$ cat src/rtl/mem_port_sched.sv
// mem_port_sched: serialises fetch and data accesses onto one memory port.
// Data wins arbitration, but fetch is granted after MAX_DATA_RUN consecutive data grants.
module mem_port_sched #(
    parameter int ADDR_W       = 8,
    parameter int DATA_W       = 8,
    parameter int MEM_LAT      = 1,
    parameter int MAX_DATA_RUN = 4
) (
    input  logic              clk,
    input  logic              rst,
    input  logic              if_req,
    input  logic [ADDR_W-1:0] if_addr,
    output logic              if_ack,
    output logic [DATA_W-1:0] if_rdata,
    input  logic              d_read,
    input  logic              d_write,
    input  logic [ADDR_W-1:0] d_addr,
    input  logic [DATA_W-1:0] d_wdata,
    output logic              d_ack,
    output logic [DATA_W-1:0] d_rdata,
    output logic              mem_en,
    output logic              mem_we,
    output logic [ADDR_W-1:0] mem_addr,
    output logic [DATA_W-1:0] mem_wdata,
    input  logic [DATA_W-1:0] mem_rdata,
    output logic              busy,
    output logic              err
);
    localparam int RW = $clog2(MAX_DATA_RUN + 1);
    localparam int WW = $clog2(MEM_LAT + 1);

    typedef enum logic [1:0] {IDLE, ISSUE, WAIT, DONE} state_t;

    state_t            state_q, state_d;
    logic              owner_q, owner_d;
    logic              we_q, we_d;
    logic              err_q, err_d;
    logic [ADDR_W-1:0] addr_q, addr_d;
    logic [DATA_W-1:0] wdata_q, wdata_d;
    logic [DATA_W-1:0] if_rdata_q, if_rdata_d;
    logic [DATA_W-1:0] d_rdata_q, d_rdata_d;
    logic [RW-1:0]     run_cnt_q, run_cnt_d;
    logic [WW-1:0]     wait_cnt_q, wait_cnt_d;
    logic              d_any, data_win;

    always_comb begin
        state_d    = state_q;
        owner_d    = owner_q;
        we_d       = we_q;
        err_d      = err_q;
        addr_d     = addr_q;
        wdata_d    = wdata_q;
        if_rdata_d = if_rdata_q;
        d_rdata_d  = d_rdata_q;
        run_cnt_d  = run_cnt_q;
        wait_cnt_d = wait_cnt_q;
        d_any      = d_read | d_write;
        data_win   = d_any && !(if_req && run_cnt_q == RW'(MAX_DATA_RUN));
        case (state_q)
            IDLE: if (d_any || if_req) begin
                state_d   = ISSUE;
                owner_d   = data_win;
                addr_d    = data_win ? d_addr : if_addr;
                wdata_d   = data_win ? d_wdata : '0;
                we_d      = data_win & d_write;
                // data only wins below the cap, so the increment cannot overflow
                run_cnt_d = (data_win && if_req) ? run_cnt_q + 1'b1 : '0;
                err_d     = err_q | (data_win & d_read & d_write);
            end
            ISSUE: begin
                state_d    = WAIT;
                wait_cnt_d = WW'(MEM_LAT - 1);
            end
            WAIT: if (wait_cnt_q == '0) begin
                state_d    = DONE;
                d_rdata_d  = (!we_q && owner_q) ? mem_rdata : d_rdata_q;
                if_rdata_d = (!we_q && !owner_q) ? mem_rdata : if_rdata_q;
            end else begin
                wait_cnt_d = wait_cnt_q - 1'b1;
            end
            default: state_d = IDLE;
        endcase
    end

    always_ff @(posedge clk) begin
        if (rst) begin
            state_q    <= IDLE;
            owner_q    <= 1'b0;
            we_q       <= 1'b0;
            err_q      <= 1'b0;
            addr_q     <= '0;
            wdata_q    <= '0;
            if_rdata_q <= '0;
            d_rdata_q  <= '0;
            run_cnt_q  <= '0;
            wait_cnt_q <= '0;
        end else begin
            state_q    <= state_d;
            owner_q    <= owner_d;
            we_q       <= we_d;
            err_q      <= err_d;
            addr_q     <= addr_d;
            wdata_q    <= wdata_d;
            if_rdata_q <= if_rdata_d;
            d_rdata_q  <= d_rdata_d;
            run_cnt_q  <= run_cnt_d;
            wait_cnt_q <= wait_cnt_d;
        end
    end

    assign mem_en    = state_q == ISSUE;
    assign mem_we    = mem_en & we_q;
    assign mem_addr  = mem_en ? addr_q : '0;
    assign mem_wdata = mem_en ? wdata_q : '0;
    assign d_ack     = state_q == DONE && owner_q;
    assign if_ack    = state_q == DONE && !owner_q;
    assign busy      = state_q != IDLE;
    assign if_rdata  = if_rdata_q;
    assign d_rdata   = d_rdata_q;
    assign err       = err_q;
endmodule
$ cat config.mk
export PLATFORM = sky130hd
export DESIGN_NAME = mem_port_sched
export DESIGN_NICKNAME = d
export VERILOG_FILES = /design/src/rtl/mem_port_sched.sv
export SDC_FILE = /design/constraint.sdc
export NUM_CORES = 1
export LEC_CHECK = 0
export ABC_CLOCK_PERIOD_IN_PS = 2400
export CORE_MARGIN = 3
export CORE_UTILIZATION = 42
export DETAILED_ROUTE_END_ITERATION = 10
export PLACE_DENSITY_LB_ADDON = 0.3
export SLEW_MARGIN = 20
export SYNTH_ARGS = -nofsm -noshare
export SYNTH_HDL_FRONTEND = slang
export SYNTH_SLANG_ARGS = --single-unit
$ cat constraint.sdc
create_clock -name clk -period 2.4 [get_ports clk]
set_clock_uncertainty 0.2 [all_clocks]
set_input_delay 0.48 -clock clk [delete_from_list [all_inputs] [get_ports clk]]
set_output_delay 0.48 -clock clk [all_outputs]
set_load 0.005 [all_outputs]
* Word-level counts from Yosys, hierarchy flattened *
Index checks and enable logic that the tools add are counted.

word-level totals
  memory bits (read-only) = 0
  bits in writable memories = 0
  latch bits = 0
  memories kept = 0
  bits in registers = 41
  logic and storage cells = 53

operators by class
  order comparisons = 0
  add/subtract/negate cells = 2
  reductions and logical operators = 18
  shift operators = 0
  bitwise gates (word level) = 7
  equality and inequality tests = 6
  div/mod/pow operators = 0
  multiply operators = 0
  muxes and demuxes = 10

operators by type and width
  operator                                                         number
  8-bit two-way mux                                                4
  1-bit logical AND                                                7
  2-bit one-hot mux with 3 select lines                            1
  3-bit AND reduction                                              2
  1-bit bitwise AND                                                4
  2-bit == test, second input constant                             2
  2-bit two-way mux                                                2
  2-bit != test, second input constant                             2
  2-bit AND reduction                                              2
  2-bit nonzero test                                               2
  3-bit by 1-bit adder with 3-bit output, second input constant    1
  3-bit == test, second input constant                             1
  1-bit logical NOT                                                3
  3-bit two-way mux                                                1
  2-bit by 1-bit == test with 1-bit output, second input constant  1
  2-bit logical NOT                                                1
  1-bit bitwise OR                                                 2
  1-bit one-hot mux with 2 select lines                            1
  1-bit logical OR                                                 1
  1-bit two-way mux                                                1
  1-bit NOT                                                        1
  1-bit subtractor, second input constant                          1

* Longest topological paths before layout *
Gate-level depths: netlist (run 1).

  depth after elaboration = 7
  depth in mapped cells = 7

* Least setup slack after synthesis (run 1) *
Ideal clock, no wire load.

  path type = register -> output
  from = register state_q[1]
  to = output port mem_addr[2]
  arrival = 996 ps
  path slack = 724 ps
  stages on the path, launching flop included = 5
  buffers on the path = 1
  required time = 1720 ps
  cell sequence = dfxtp_1 -> inv_1 -> ha_1 -> clkbuf_1 -> and2_1

on the way
  longest elaborated chain between the ends = 2

RTL lines
  item                                      RTL line  text
  start, declared                           34        state_t state_q, state_d;
  start signal, assigned                    98        state_q <= state_d;
  2-bit by 1-bit == test with 1-bit output  111       assign mem_en = state_q == ISSUE;
  net mem_en                                21        output logic mem_en,
  8-bit two-way mux                         113       assign mem_addr = mem_en ? addr_q : '0;
  end, declared                             23        output logic [ADDR_W-1:0] mem_addr,

The timed path passes the listed nets, and every way through them passes these cells.

* Worst setup path in the final report (run 1) *
  from = register state_q[1]
  to = output port mem_wdata[1]

on the way
  longest elaborated chain between the ends = 2

RTL lines
  item                                      RTL line  text
  2-bit by 1-bit == test with 1-bit output  111
  8-bit two-way mux                         114       assign mem_wdata = mem_en ? wdata_q : '0;
  end, declared                             24        output logic [DATA_W-1:0] mem_wdata,

Every way passes these cells.

==> results of run 1 <==
==> worst reg2reg max path: cells and delay by family, from the launching register on <==
kind,cells,cell delay (ps)
simple gates,1,100
flops,1,350
fa+ha+maj,1,170
compound gates,2,620
buf+inv,2,260
==> logic make-up (layout without fill, tap and decap cells) <==
group	after synthesis	in the layout	synth area share [%]
compound gates	35	35	15.17
fa+ha+maj	6	6	4.138
buf+inv	21	95	5.104
mux	18	18	10.00
flops	40	40	44.14
simple gates	78	78	21.45
==> cell usage after synthesis (all sizes together), types with 5 or more instances <==
cell type	count	share of area, %
dfxtp	40	44
nor2	39	8.1
and2	18	6.2
mux2i	17	9.4
a32oi	10	4.8
nand3	9	2.5
a311oi	8	4.2
buf	8	2.3
clkbuf	8	1.7
o21ai	8	2.2
ha	6	4.1
inv	5	1.0
==> cell usage in the layout (no fill, tap or decap), types with 2 or more instances in the layout <==
master,n
and2_1,18
clkbuf_8,5
a21oi_1,2
nand2_1,2
dfxtp_2,2
ha_1,5
nand3_1,9
a32oi_1,10
buf_4,8
nor2_1,39
nor2b_1,2
clkdlybuf4s50_1,73
mux2i_1,17
o21ai_1,7
dfxtp_1,38
inv_1,4
a311oi_1,7
==> layer usage <==
metal  up-vias  part of all wire (%)  GRT usage, %
met4         0                   1.3         6.889
met1       745                    43         20.76
li1        845                     -             -
met3         7                   8.5         5.470
met2        70                    47         29.29
met5         -                     0             0
==> power breakdown <==
part,switching (mW),internal [mW],total (mW)
combinational,0.432,0.506,0.938
sequential,0.0817,0.804,0.886
clock,0.225,0.197,0.421
total,0.738,1.51,2.25
==> per-stage QoR <==
step	worst slack [ps]	cells	utilization [%]	power, mW	area (um^2)
CTS	20.05	321	65.95	2.228	2695
detailed placement	239.4	314	63.84	1.792	2609
floorplan	724.1	198	-	1.416	1814
global placement	258.8	314	63.84	1.772	2609
global route	20.93	322	66.53	2.395	2719
finish	75.50	322	66.53	2.245	2719
==> state kept, by name, summed over array words and instances, names as in the netlist <==
name       flops
if_rdata       8
state_q        2
run_cnt_q      3
err            1
we_q           1
wdata_q        8
addr_q         8
d_rdata        8
owner_q        1
==> final timing paths <==
| check | endpoint | slack [ps] | depth (start not counted) |
|---|---|---|---|
| worst max-delay path | mem_wdata[1] | 80 | 5 |
| worst min-delay path | run_cnt_q[1]$_SDFFE_PP0P_ | 280 | 2 |
| worst max register to register | addr_q[4]$_SDFFE_PP0P_ | 610 | 6 |
| worst min register to register | run_cnt_q[1]$_SDFFE_PP0P_ | 280 | 2 |
==> repair_timing <==
action / CTS / global route
pin swaps: 0 / 0
buffers inserted: 0 / 0
cloned: 0 / 1
endpoints found under the setup margin: 16 / 17
resized for setup: 2 / 7
==> area by class of cell <==
class / count / area [um^2]
fill: 346 / 1368
multi-input combinational: 137 / 938.4
timing repair buffer: 83 / 814.5
sequential: 40 / 803.3
clock buffer: 5 / 68.82
tap: 50 / 62.56
inverter: 5 / 18.77
clock inverter: 2 / 12.51
==> results.py, run 1 <==
metrics = {
    "run_status": {
        "status": "completed",
    },
    "drt": {
        "firstDrtPassIters": 4,
        "vias": 1667,
        "wirelength_um": 4499,
        "drc": 0,
        "viasPerCell": 5.177,
        "wl_per_cell_um": 13.97,
        "drtAntennaViolNets": 0,
        "drtIter0Drc": 112,
    },
    "worst_setup_path": {
        "path_cells": "inv_2, ha_4, buf_4, and2_1, clkdlybuf4s50_1",
        "critPathCaptureType": "output pin",
        "critPathLaunchType": "register",
        "cp.buffers_inverters": 3,
        "crit_fanout": 9,
        "crit_start": "state_q[1]$_SDFFE_PP0P_",
        "critical_path.top_delay_family": "buffers and inverters",
        "worstPathArrival_ps": 1640,
        "crit_required_ps": 1720,
        "worst_path_max_delay_cell": "clkdlybuf4s50_1",
        "worstSetupPathType": "register to output pin",
        "r2r_start": "state_q[0]$_SDFFE_PP0P_",
        "critPathMaxStageDelay_ps": 450,
    },
    "power": {
        "vdd_drop_max_uv": 506.9,
        "leakagePower_nw": 1.088,
        "powerDensity_nw_per_um2": 825.8,
    },
    "grt": {
        "overflow": 0,
        "grt_max_degree": 41,
        "grt_pass1_vias": 1629,
        "grt_antenna_before_repair": 0,
        "grt_pass1_wl_um": 7203,
        "track_usage_pct": 17.48,
    },
    "timing": {
        "hold_ws_ps": 279.5,
        "setup_viol": 0,
        "period_needed_ps": 2324,
        "timing.final.crit_share_pct": 96.85,
        "fin_tns_setup_ps": 0,
        "hold_viol_final": 0,
        "final_max_slew_viol_count": 0,
        "max_freq_mhz": 430.2,
        "grt_setup_unrepaired": "no",
        "max_slew.worst_pin.slew_ps": 538.8,
        "slew_headroom_pct": 63.97,
    },
    "floorplan": {
        "initial_core_util_pct": 44.40,
        "die_x_um": 71.73,
        "dieArea_um2": 5144,
        "die_y_um": 71.73,
        "rows": 23,
        "core_um2": 4086,
        "io_pins": 75,
    },
    "min_path": {
        "min-delay-path-class": "register to register",
        "hp-start": "run_cnt_q[1]$_SDFFE_PP0P_",
    },
    "layout": {
        "syn_to_final_growth_pct": 49.86,
        "final_nets": 315,
        "diodes": 0,
        "drive_above_1_share_pct": 9.559,
    },
    "synthesis": {
        "synthesis.nets": 241,
        "synth.distinct_cells": 34,
        "syn_inst": 198,
        "async_flop_share_pct": 0,
        "ys_ff_latch": 40,
        "ys_seq_area_share_pct": 44.14,
        "ys.flop_type": "dfxtp_1",
        "yosys_warnings": 0,
        "syn_area_um2": 1814,
        "avgSynthCellArea_um2": 9.163,
        "synth_edf_count": 0,
    },
    "cts": {
        "cts_tree": "built",
        "cts_sinks": 40,
        "clk_transition_reported_paths_ps": 80,
        "insertion_delay_ps": 290,
        "cts_root_buf": "clkbuf_8",
        "htreeDepth": 2,
        "cts-hold-fix-buffers": 0,
        "clk_path_buf_depth": 2,
        "cts_made_buffers": 5,
    },
    "placed_design": {
        "gp_congestion": 0.7798,
        "portBuffers": 74,
        "dp_hpwl_um": 3140,
    },
    "run": {
        "maxCapViolations": 0,
    },
}
No activity file was read; power rests on OpenSTA's default activity.
==> inputs of run 2 (changes only) <==
--- a/config.mk
+++ b/config.mk
@@ -10,7 +10,7 @@
 export CORE_UTILIZATION = 42
 export DETAILED_ROUTE_END_ITERATION = 10
 export PLACE_DENSITY_LB_ADDON = 0.3
-export SLEW_MARGIN = 20
+export SLEW_MARGIN = 5
 export SYNTH_ARGS = -nofsm -noshare
 export SYNTH_HDL_FRONTEND = slang
 export SYNTH_SLANG_ARGS = --single-unit
==> results of run 2 <==
No change in the layout: final DEF, timing and power equal those of run 1.
==> inputs of run 3 (changes only) <==
--- a/config.mk
+++ b/config.mk
@@ -5,7 +5,7 @@
 export SDC_FILE = /design/constraint.sdc
 export NUM_CORES = 1
 export LEC_CHECK = 0
-export ABC_CLOCK_PERIOD_IN_PS = 2400
+export ABC_CLOCK_PERIOD_IN_PS = 2600
 export CORE_MARGIN = 3
 export CORE_UTILIZATION = 42
 export DETAILED_ROUTE_END_ITERATION = 10
==> constraint.sdc (replaced) <==
create_clock -name clk -period 2.6 [get_ports clk]
set_clock_uncertainty 0.2 [all_clocks]
set_input_delay 0.52 -clock clk [delete_from_list [all_inputs] [get_ports clk]]
set_output_delay 0.52 -clock clk [all_outputs]
set_load 0.005 [all_outputs]
==> run 3 against run 2 <==
First-iteration DRC count decreased by 15%. Cell area decreased by 1.4%. Via count about the same. Power decreased by 8.9%. Final cell count decreased by 0.93%. Sequential power decreased by 8.4%. Clock-buffer cell count unchanged. Register-to-register slack improved by 160 ps. Combinational power decreased by 14%. Flip-flop and latch count unchanged. Worst hold slack about the same. Critical path depth decreased by 1. Critical path type unchanged.
==> results.py, run 3 (synthesized netlist as in run 1, its figures left out) <==
metrics = {
    "run_status": {
        "status": "completed",
    },
    "cts": {
        "post_cts_buffers": 0,
        "cts_made_buffers": 5,
        "cts_root_buf": "clkbuf_8",
        "insertion_delay_ps": 300,
        "clk_path_buf_depth": 2,
        "cts_sinks": 40,
        "cts-resized-gates": 1,
        "cts_tree": "built",
        "clk_transition_reported_paths_ps": 80,
        "htreeDepth": 2,
        "cts-hold-fix-buffers": 0,
    },
    "floorplan": {
        "rows": 23,
        "die_x_um": 71.73,
        "core_um2": 4086,
        "initial_core_util_pct": 44.40,
        "die_y_um": 71.73,
        "io_pins": 75,
        "dieArea_um2": 5144,
    },
    "drt": {
        "wirelength_um": 4386,
        "vias": 1666,
        "drtAntennaViolNets": 0,
        "firstDrtPassIters": 4,
        "wl_per_cell_um": 13.75,
        "viasPerCell": 5.223,
        "drc": 0,
        "drtIter0Drc": 95,
    },
    "grt": {
        "grt_pass1_wl_um": 7307,
        "overflow": 0,
        "grt_pass1_vias": 1591,
        "grt_antenna_before_repair": 0,
        "track_usage_pct": 17.51,
        "grt_max_degree": 41,
    },
    "placed_design": {
        "portBuffers": 74,
        "dp_hpwl_um": 3181,
        "placed_area_um2": 2586,
        "gp_congestion": 0.7446,
    },
    "min_path": {
        "min-delay-path-class": "register to register",
    },
    "worst_setup_path": {
        "critPathMaxStageDelay_ps": 500,
        "critPathLaunchType": "register",
        "path_cells": "inv_1, ha_2, and2_1, clkdlybuf4s50_1",
        "worst_path_max_delay_cell": "clkdlybuf4s50_1",
        "crit_required_ps": 1880,
        "critPathCaptureType": "output pin",
        "worstPathArrival_ps": 1770,
        "crit_fanout": 18,
        "worstSetupPathType": "register to output pin",
    },
    "power": {
        "power_frac_clock_pct": 20.7,
        "p_sw_mw": 0.6835,
        "vdd_drop_max_uv": 405.3,
        "swShare_pct": 33.42,
        "combPwrFrac_pct": 39.6,
        "internal_power_mw": 1.362,
        "powerDensity_nw_per_um2": 762.8,
        "power_frac_seq_pct": 39.7,
        "leakagePower_nw": 1.047,
    },
    "timing": {
        "hold_viol_final": 0,
        "grt_setup_unrepaired": "no",
        "hold_ws_ps": 279.1,
        "period_needed_ps": 2489,
        "final_max_slew_viol_count": 0,
        "max_freq_mhz": 401.8,
        "setup_viol": 0,
        "slew_headroom_pct": 63.35,
        "fin_tns_setup_ps": 0,
        "max_slew.worst_pin.slew_ps": 548.1,
        "timing.final.crit_share_pct": 95.73,
    },
    "layout": {
        "final_common_cell": "clkdlybuf4s50_1",
        "layout_common_cells": "clkdlybuf4s50_1, dfxtp_1, nor2_1, and2_1, mux2i_1",
        "drive_above_1_share_pct": 7.435,
        "design_area_um2": 2681,
        "diodes": 0,
        "syn_to_final_growth_pct": 47.79,
        "final_nets": 311,
    },
    "run": {
        "maxCapViolations": 0,
    },
}
[run 3: layer usage]
| layer | share of wire, % | global-route usage, % | routed length [um] | up-vias |
|---|---|---|---|---|
| met3 | 9.1 | 5.750 | 399 | 4 |
| met4 | 0.75 | 5.010 | 33 | 0 |
| li1 | - | - | - | 832 |
| met5 | 0 | 0 | 0 | - |
| met2 | 45 | 27.65 | 1989 | 63 |
| met1 | 45 | 22.87 | 1964 | 767 |
[run 3: final cells by class]
type / count / area, um^2
fill: 363 / 1405
multi-input combinational: 137 / 928.4
sequential: 40 / 800.8
timing repair buffer: 79 / 778.2
clock buffer: 5 / 68.82
tap: 50 / 62.56
clock inverter: 3 / 23.77
inverter: 5 / 18.77
[run 3: final timing paths]
kind                           start                      end  slack, ps  cells after the start
max reg2reg  state_q[0]$_SDFFE_PP0P_  state_q[0]$_SDFFE_PP0P_        770                      5
max          state_q[1]$_SDFFE_PP0P_                   mem_we        110                      4
min                 err$_SDFFE_PP0P_         err$_SDFFE_PP0P_        280                      2
min reg2reg         err$_SDFFE_PP0P_         err$_SDFFE_PP0P_        280                      2
[run 3: metrics by stage]
stage                     power (mW)  cells  setup WS (ps)  util (%)
after CTS                      2.060    319          87.60     65.62
after global placement         1.615    311          318.7     63.29
after floorplan                1.307    198          884.1         -
final                          2.045    319          111.0     65.62
after detailed placement       1.641    311          247.6     63.29
after global routing           2.192    319          14.43     65.62
[run 3: power by group through the flow]
stage                     clock [mW]  sequential, mW  combinational, mW
after floorplan                    0           0.809              0.498
after global placement             0           0.821              0.794
after detailed placement           0           0.826              0.815
after CTS                      0.427           0.813              0.820
after global routing           0.455           0.829              0.908
final                          0.424           0.812              0.809
[run 3: critical path, delay by kind of cell, from the launching register on]
family / cells / cell delay (ps)
adders and majority gates: 1 / 350
buffers and inverters: 2 / 590
DFF: 1 / 340
and+or+nand+nor: 1 / 190
==> edit 1, RTL diff (settings of run 3) <==
Put one more register stage on the output `err`, with the module's reset. The value now appears one clock later. The other outputs are not delayed to match.
--- a/src/rtl/mem_port_sched.sv
+++ b/src/rtl/mem_port_sched.sv
@@ -118,4 +118,10 @@
     assign if_rdata  = if_rdata_q;
     assign d_rdata   = d_rdata_q;
-    assign err       = err_q;
+    always_ff @(posedge clk) begin
+        if (rst) begin
+            err <= '0;
+        end else begin
+            err <= err_q;
+        end
+    end
 endmodule
Function: changed (a bounded check fails within 4 cycles, from zero or initial values and one cycle with rst high).
==> edit 1 against run 3 <==
Synthesized cell count rose by 1.0%. Non-clock buffer count stayed put. Sequential cell count up 1. Routed wire length grew 5.1%. Total power rose by 9.1%. Synthesized area rose by 4.2%. Utilization is 0.98 points higher. Cell count increased by 0.94%. Clock power up 25%. Worst setup slack improved by 0.060 ns. Hold slack lost 0.0020 ns. Combinational power increased by 8.2%. Final area is 3.6% higher. First-iteration DRC count increased by 9.5%. Critical path type unchanged.
==> edit 1: results (changes against run 3) <==
----------------------------------------------------
[GRT]
  Initial antenna violation count ... 0 (unchanged)
  Pin count of the biggest net entering global routing ... 20 (-51%)
  Global-route wire length before repair ... 7596 um (+4.0%)
  Combined global-route utilization of all metal layers ... 18.09% (+0.58 points)
  Vias in the first global route ... 1616 (+1.6%)

[Outcome]
  Status ... complete, no violations

[Timing]
  Slew of the pin with the lowest slew margin ... 0.5259 ns (-0.02220 ns)

[Logic synthesis]
  Synth top area cells ... sky130_fd_sc_hd__dfxtp_1 43%, sky130_fd_sc_hd__mux2i_1 9.0%, sky130_fd_sc_hd__nor2_1 6.8%, sky130_fd_sc_hd__and2_1 6.0%, sky130_fd_sc_hd__a32oi_1 4.2%
  Syn Nets ... 243 (+0.83%)
  Async S/R FF share, synth ... 0% (unchanged)
  Most frequent cells after synthesis ... 41 x sky130_fd_sc_hd__dfxtp_1, 34 x sky130_fd_sc_hd__nor2_1, 18 x sky130_fd_sc_hd__and2_1, 17 x sky130_fd_sc_hd__mux2i_1
  Number of distinct library cells after synthesis ... 37 (+8.8%)
  Post-synthesis sequential area ratio ... 43.41% (-0.72 points)
  Mapped Avg Cell Area ... 9.453 um^2 (+3.2%)

[Drt]
  Post-detailed-route wirelength per cell ... 14.31 um (+4.1%)
  Total via count after detailed routing ... 1671 (+0.30%)
  Final wirelength ... 4608 um (+5.1%)
  1st-iter DRT viols ... 104 (+9.5%)

[Final layout]
  Proportion of layout cells with a drive suffix above 1 ... 8.088% (+0.65 points)
  Filler instances ... 364 (+0.28%)

[Setup path]
  Crit-path max FO ... 13 (-5)
  Highest cell delay on the worst timing path ... 0.52 ns (+0.02 ns)
  Data arrival time of the critical path ... 1.71 ns (-0.06 ns)

[Power]
  Sw frac ... 30.88% (-2.5 points)
  Leakage power total ... 1.100 nW (+5.0%)

[Placed design]
  Cell count after placement ... 314 (+0.96%)
  RD Place Congestion ... 0.8199 (+10%)
  HPWL after detailed placement ... 3329 um (+4.7%)

[Worst hold path]
  Hold Path Stages ... 1 (-1)

----------------------------------------------------
[edit 1: cell types whose count changed after synthesis, sizes merged, moves of 2 or more]
cell | before | now
clkbuf | 8 | 4
nor2 | 39 | 35
buf | 8 | 11
a21oi | 2 | 4
nand2 | 2 | 4
[edit 1: cells by family (layout without fill, tap and decap cells)]
| kind of cell | Yosys count | in the layout | synth area share (%) |
|---|---|---|---|
| mux | 18 | 18 | 9.596 |
| compound gates | 37 | 37 | 15.88 |
| fa+ha+maj | 6 | 6 | 3.971 |
| buf+inv | 21 | 93 | 5.824 |
| flops | 41 | 41 | 43.42 |
| simple gates | 77 | 77 | 21.31 |
[edit 1: layout make-up]
class | instances | area, um^2 | share of cell area (%)
clock inverter | 1 | 30.03 | 1.081
multi-input combinational | 138 | 974.7 | 35.07
clock buffer | 7 | 86.33 | 3.107
tap | 50 | 62.56 | 2.251
inverter | 6 | 22.52 | 0.8104
timing repair buffer | 79 | 782.0 | 28.14
sequential | 41 | 820.8 | 29.54
[edit 1: path summary, 6_finish.rpt]
check / startpoint / to / slack, ns
setup / recovery: state_q[1] / mem_we / 0.17
hold / removal: err_q / err / 0.28
setup reg to reg: state_q[0] / state_q[0] / 0.83
hold reg to reg: err_q / err / 0.28
[edit 1: metrics by stage]
stage                     hold slack, ns  instance area, um^2  util, %  setup WS (ns)
after global placement            0.2582                 2644    63.36         0.2469
after CTS                         0.2826                 2763    66.21        0.06657
final                             0.2771                 2779    66.60         0.1711
after detailed placement          0.2652                 2644    63.36         0.1891
after global routing              0.3040                 2779    66.60        0.03838
after floorplan                   0.2437                 1891        -         0.8841
[edit 1: repair_timing]
action,CTS,global route
endpoints found under the setup margin,1,7
gates resized for setup,1,3
pin swaps,0,0
gates cloned,0,0
[edit 1: power groups by stage]
stage	sequential (mW)	clock [mW]	combinational (mW)
global placement	0.838	0	0.841
CTS	0.826	0.539	0.863
floorplan	0.825	0	0.537
global route	0.848	0.571	0.971
detailed placement	0.839	0	0.855
finish	0.827	0.529	0.875
[edit 1: layer usage]
layer / GRT usage, % / vias to the layer above / part of all wire [%]
met5: 0 / - / 0
li1: - / 846 / -
met4: 5.533 / 0 / 1.0
met3: 4.270 / 4 / 5.3
met1: 23.59 / 777 / 45
met2: 29.49 / 44 / 49
==> edit 2, RTL diff (config.mk and constraints of run 3) <==
Made on the original files. Set the parameter `MEM_LAT` to 2 (it was 1).
--- a/src/rtl/mem_port_sched.sv
+++ b/src/rtl/mem_port_sched.sv
@@ -4,5 +4,5 @@
     parameter int ADDR_W       = 8,
     parameter int DATA_W       = 8,
-    parameter int MEM_LAT      = 1,
+    parameter int MEM_LAT      = 2,
     parameter int MAX_DATA_RUN = 4
 ) (
Formal check against the unedited RTL: not equivalent (Yosys sat finds a counterexample within 4 cycles, from zero or initial values and one cycle with rst high).
==> edit 2 against run 3 <==
Via count grew 12%. Synthesized area increased by 11%. Critical path depth unchanged. Worst setup slack improved by 0.036 ns. Routed wire length rose by 14%. Final area is 7.9% higher. Sequential power is 7.6% higher. Critical path type unchanged. Hold slack got worse by 0.029 ns. Die area up 10%. Total power is 15% higher. Synthesized cell count increased by 17%. Sequential cell count is 2 higher.
==> edit 2: results (changes against run 3) <==
----------------------------------------------------
[Outcome]
  Status ... complete, no violations

[Final layout]
  Post-route non-filler standard cell count ... 357 (+12%)
  Nets ... 348 (+12%)
  Proportion of layout cells with a drive suffix above 1 ... 9.836% (+2.4 points)
  Filler instances ... 388 (+6.9%)

[GRT]
  Vias in the first global route ... 1814 (+14%)
  Global-route wire length before repair ... 8059 um (+10%)

[Drt]
  Wl on met1 ... 2175 um (+11%)
  Uppermost signal routing layer after detailed routing ... met4
  1st-iter DRT viols ... 72 (-24%)
  Detail-routed via count per cell ... 5.235 (+0.24%)
  Post-detailed-route wirelength per cell ... 14.04 um (+2.1%)
  Detailed-routed wire length on met2 ... 2410 um (+21%)

[Logic synthesis]
  Post-synthesis sequential area ratio ... 41.64% (-2.5 points)
  Number of distinct library cells after synthesis ... 40 (+18%)
  Post-synthesis instance total ... 232 (+17%)
  Syn Nets ... 276 (+15%)
  Synth top area cells ... sky130_fd_sc_hd__dfxtp_1 42%, sky130_fd_sc_hd__and2_1 5.6%, sky130_fd_sc_hd__nand2_1 5.4%, sky130_fd_sc_hd__a311oi_2 5.2%, sky130_fd_sc_hd__a21oi_1 5.0%

[Placed design]
  HPWL after detailed placement ... 3654 um (+15%)
  RD Place Congestion ... 0.7619 (+2.3%)

[Timing]
  Slew of the pin with the lowest slew margin ... 0.4337 ns (-0.1145 ns)

[Power]
  Leakage power total ... 1.067 nW (+1.9%)
  IR drop worst, VDD ... 583.7 uV (+44%)

[Setup path]
  Data arrival time of the critical path ... 1.73 ns (-0.04 ns)
  Highest cell delay on the worst timing path ... 0.52 ns (+0.02 ns)

----------------------------------------------------
==> edit 2: logic make-up (layout without fill, tap and decap cells) <==
group / after synthesis / after routing / share of synthesized area (%)
AOI/OAI and AO/OA: 46 / 46 / 16.73
and+or+nand+nor: 100 / 100 / 24.85
DFF: 42 / 42 / 41.64
muxes: 12 / 12 / 6.134
adders and majority gates: 7 / 7 / 4.337
buffers and inverters: 25 / 98 / 6.320
==> edit 2: routing by layer <==
| layer | GRT usage [%] | vias up |
|---|---|---|
| li1 | - | 945 |
| met1 | 21.39 | 848 |
| met2 | 32.50 | 69 |
| met3 | 4.749 | 7 |
| met4 | 6.019 | 0 |
| met5 | 0 | - |
==> edit 2: power breakdown <==
group | internal (mW) | switching (mW) | total, mW
registers | 0.783 | 0.0905 | 0.874
logic | 0.527 | 0.515 | 1.04
clock network | 0.194 | 0.246 | 0.440
==> edit 2: critical path, delay by kind of cell (launching register included) <==
family	cells	cell delay (ns)
DFF	1	0.41
adders and majority gates	1	0.31
buffers and inverters	3	0.73
==> edit 2: final cells by class <==
cell class,count,area (um^2),area share [%]
multi-input cells,165,1064,36.75
well taps,52,65.06,2.248
inverters,8,30.03,1.038
repair buffers,82,800.8,27.67
clock inverters,3,25.02,0.8647
clock buffers,5,68.82,2.378
flip-flops and latches,42,840.8,29.05
==> edit 2: metrics by stage <==
stage	worst slack, ns	total power [mW]	hold slack [ns]	instance area (um^2)	utilization (%)
floorplan	0.8474	1.527	0.2273	2019	-
global placement	0.2462	1.886	0.2388	2788	61.89
detailed placement	0.1754	1.914	0.2402	2788	61.89
CTS	0.03881	2.358	0.2524	2884	64.03
global route	0.05933	2.525	0.2669	2894	64.25
finish	0.1468	2.355	0.2498	2894	64.25
==> edit 2: final timing paths <==
path | from | end | slack (ns) | cells after the start
worst min-delay path | wdata_q[4] | wdata_q[4] | 0.25 | 2
worst min register to register | wdata_q[4] | wdata_q[4] | 0.25 | 2
worst max-delay path | state_q[0] | busy | 0.15 | 4
worst max register to register | state_q[1] | addr_q[2] | 0.65 | 6
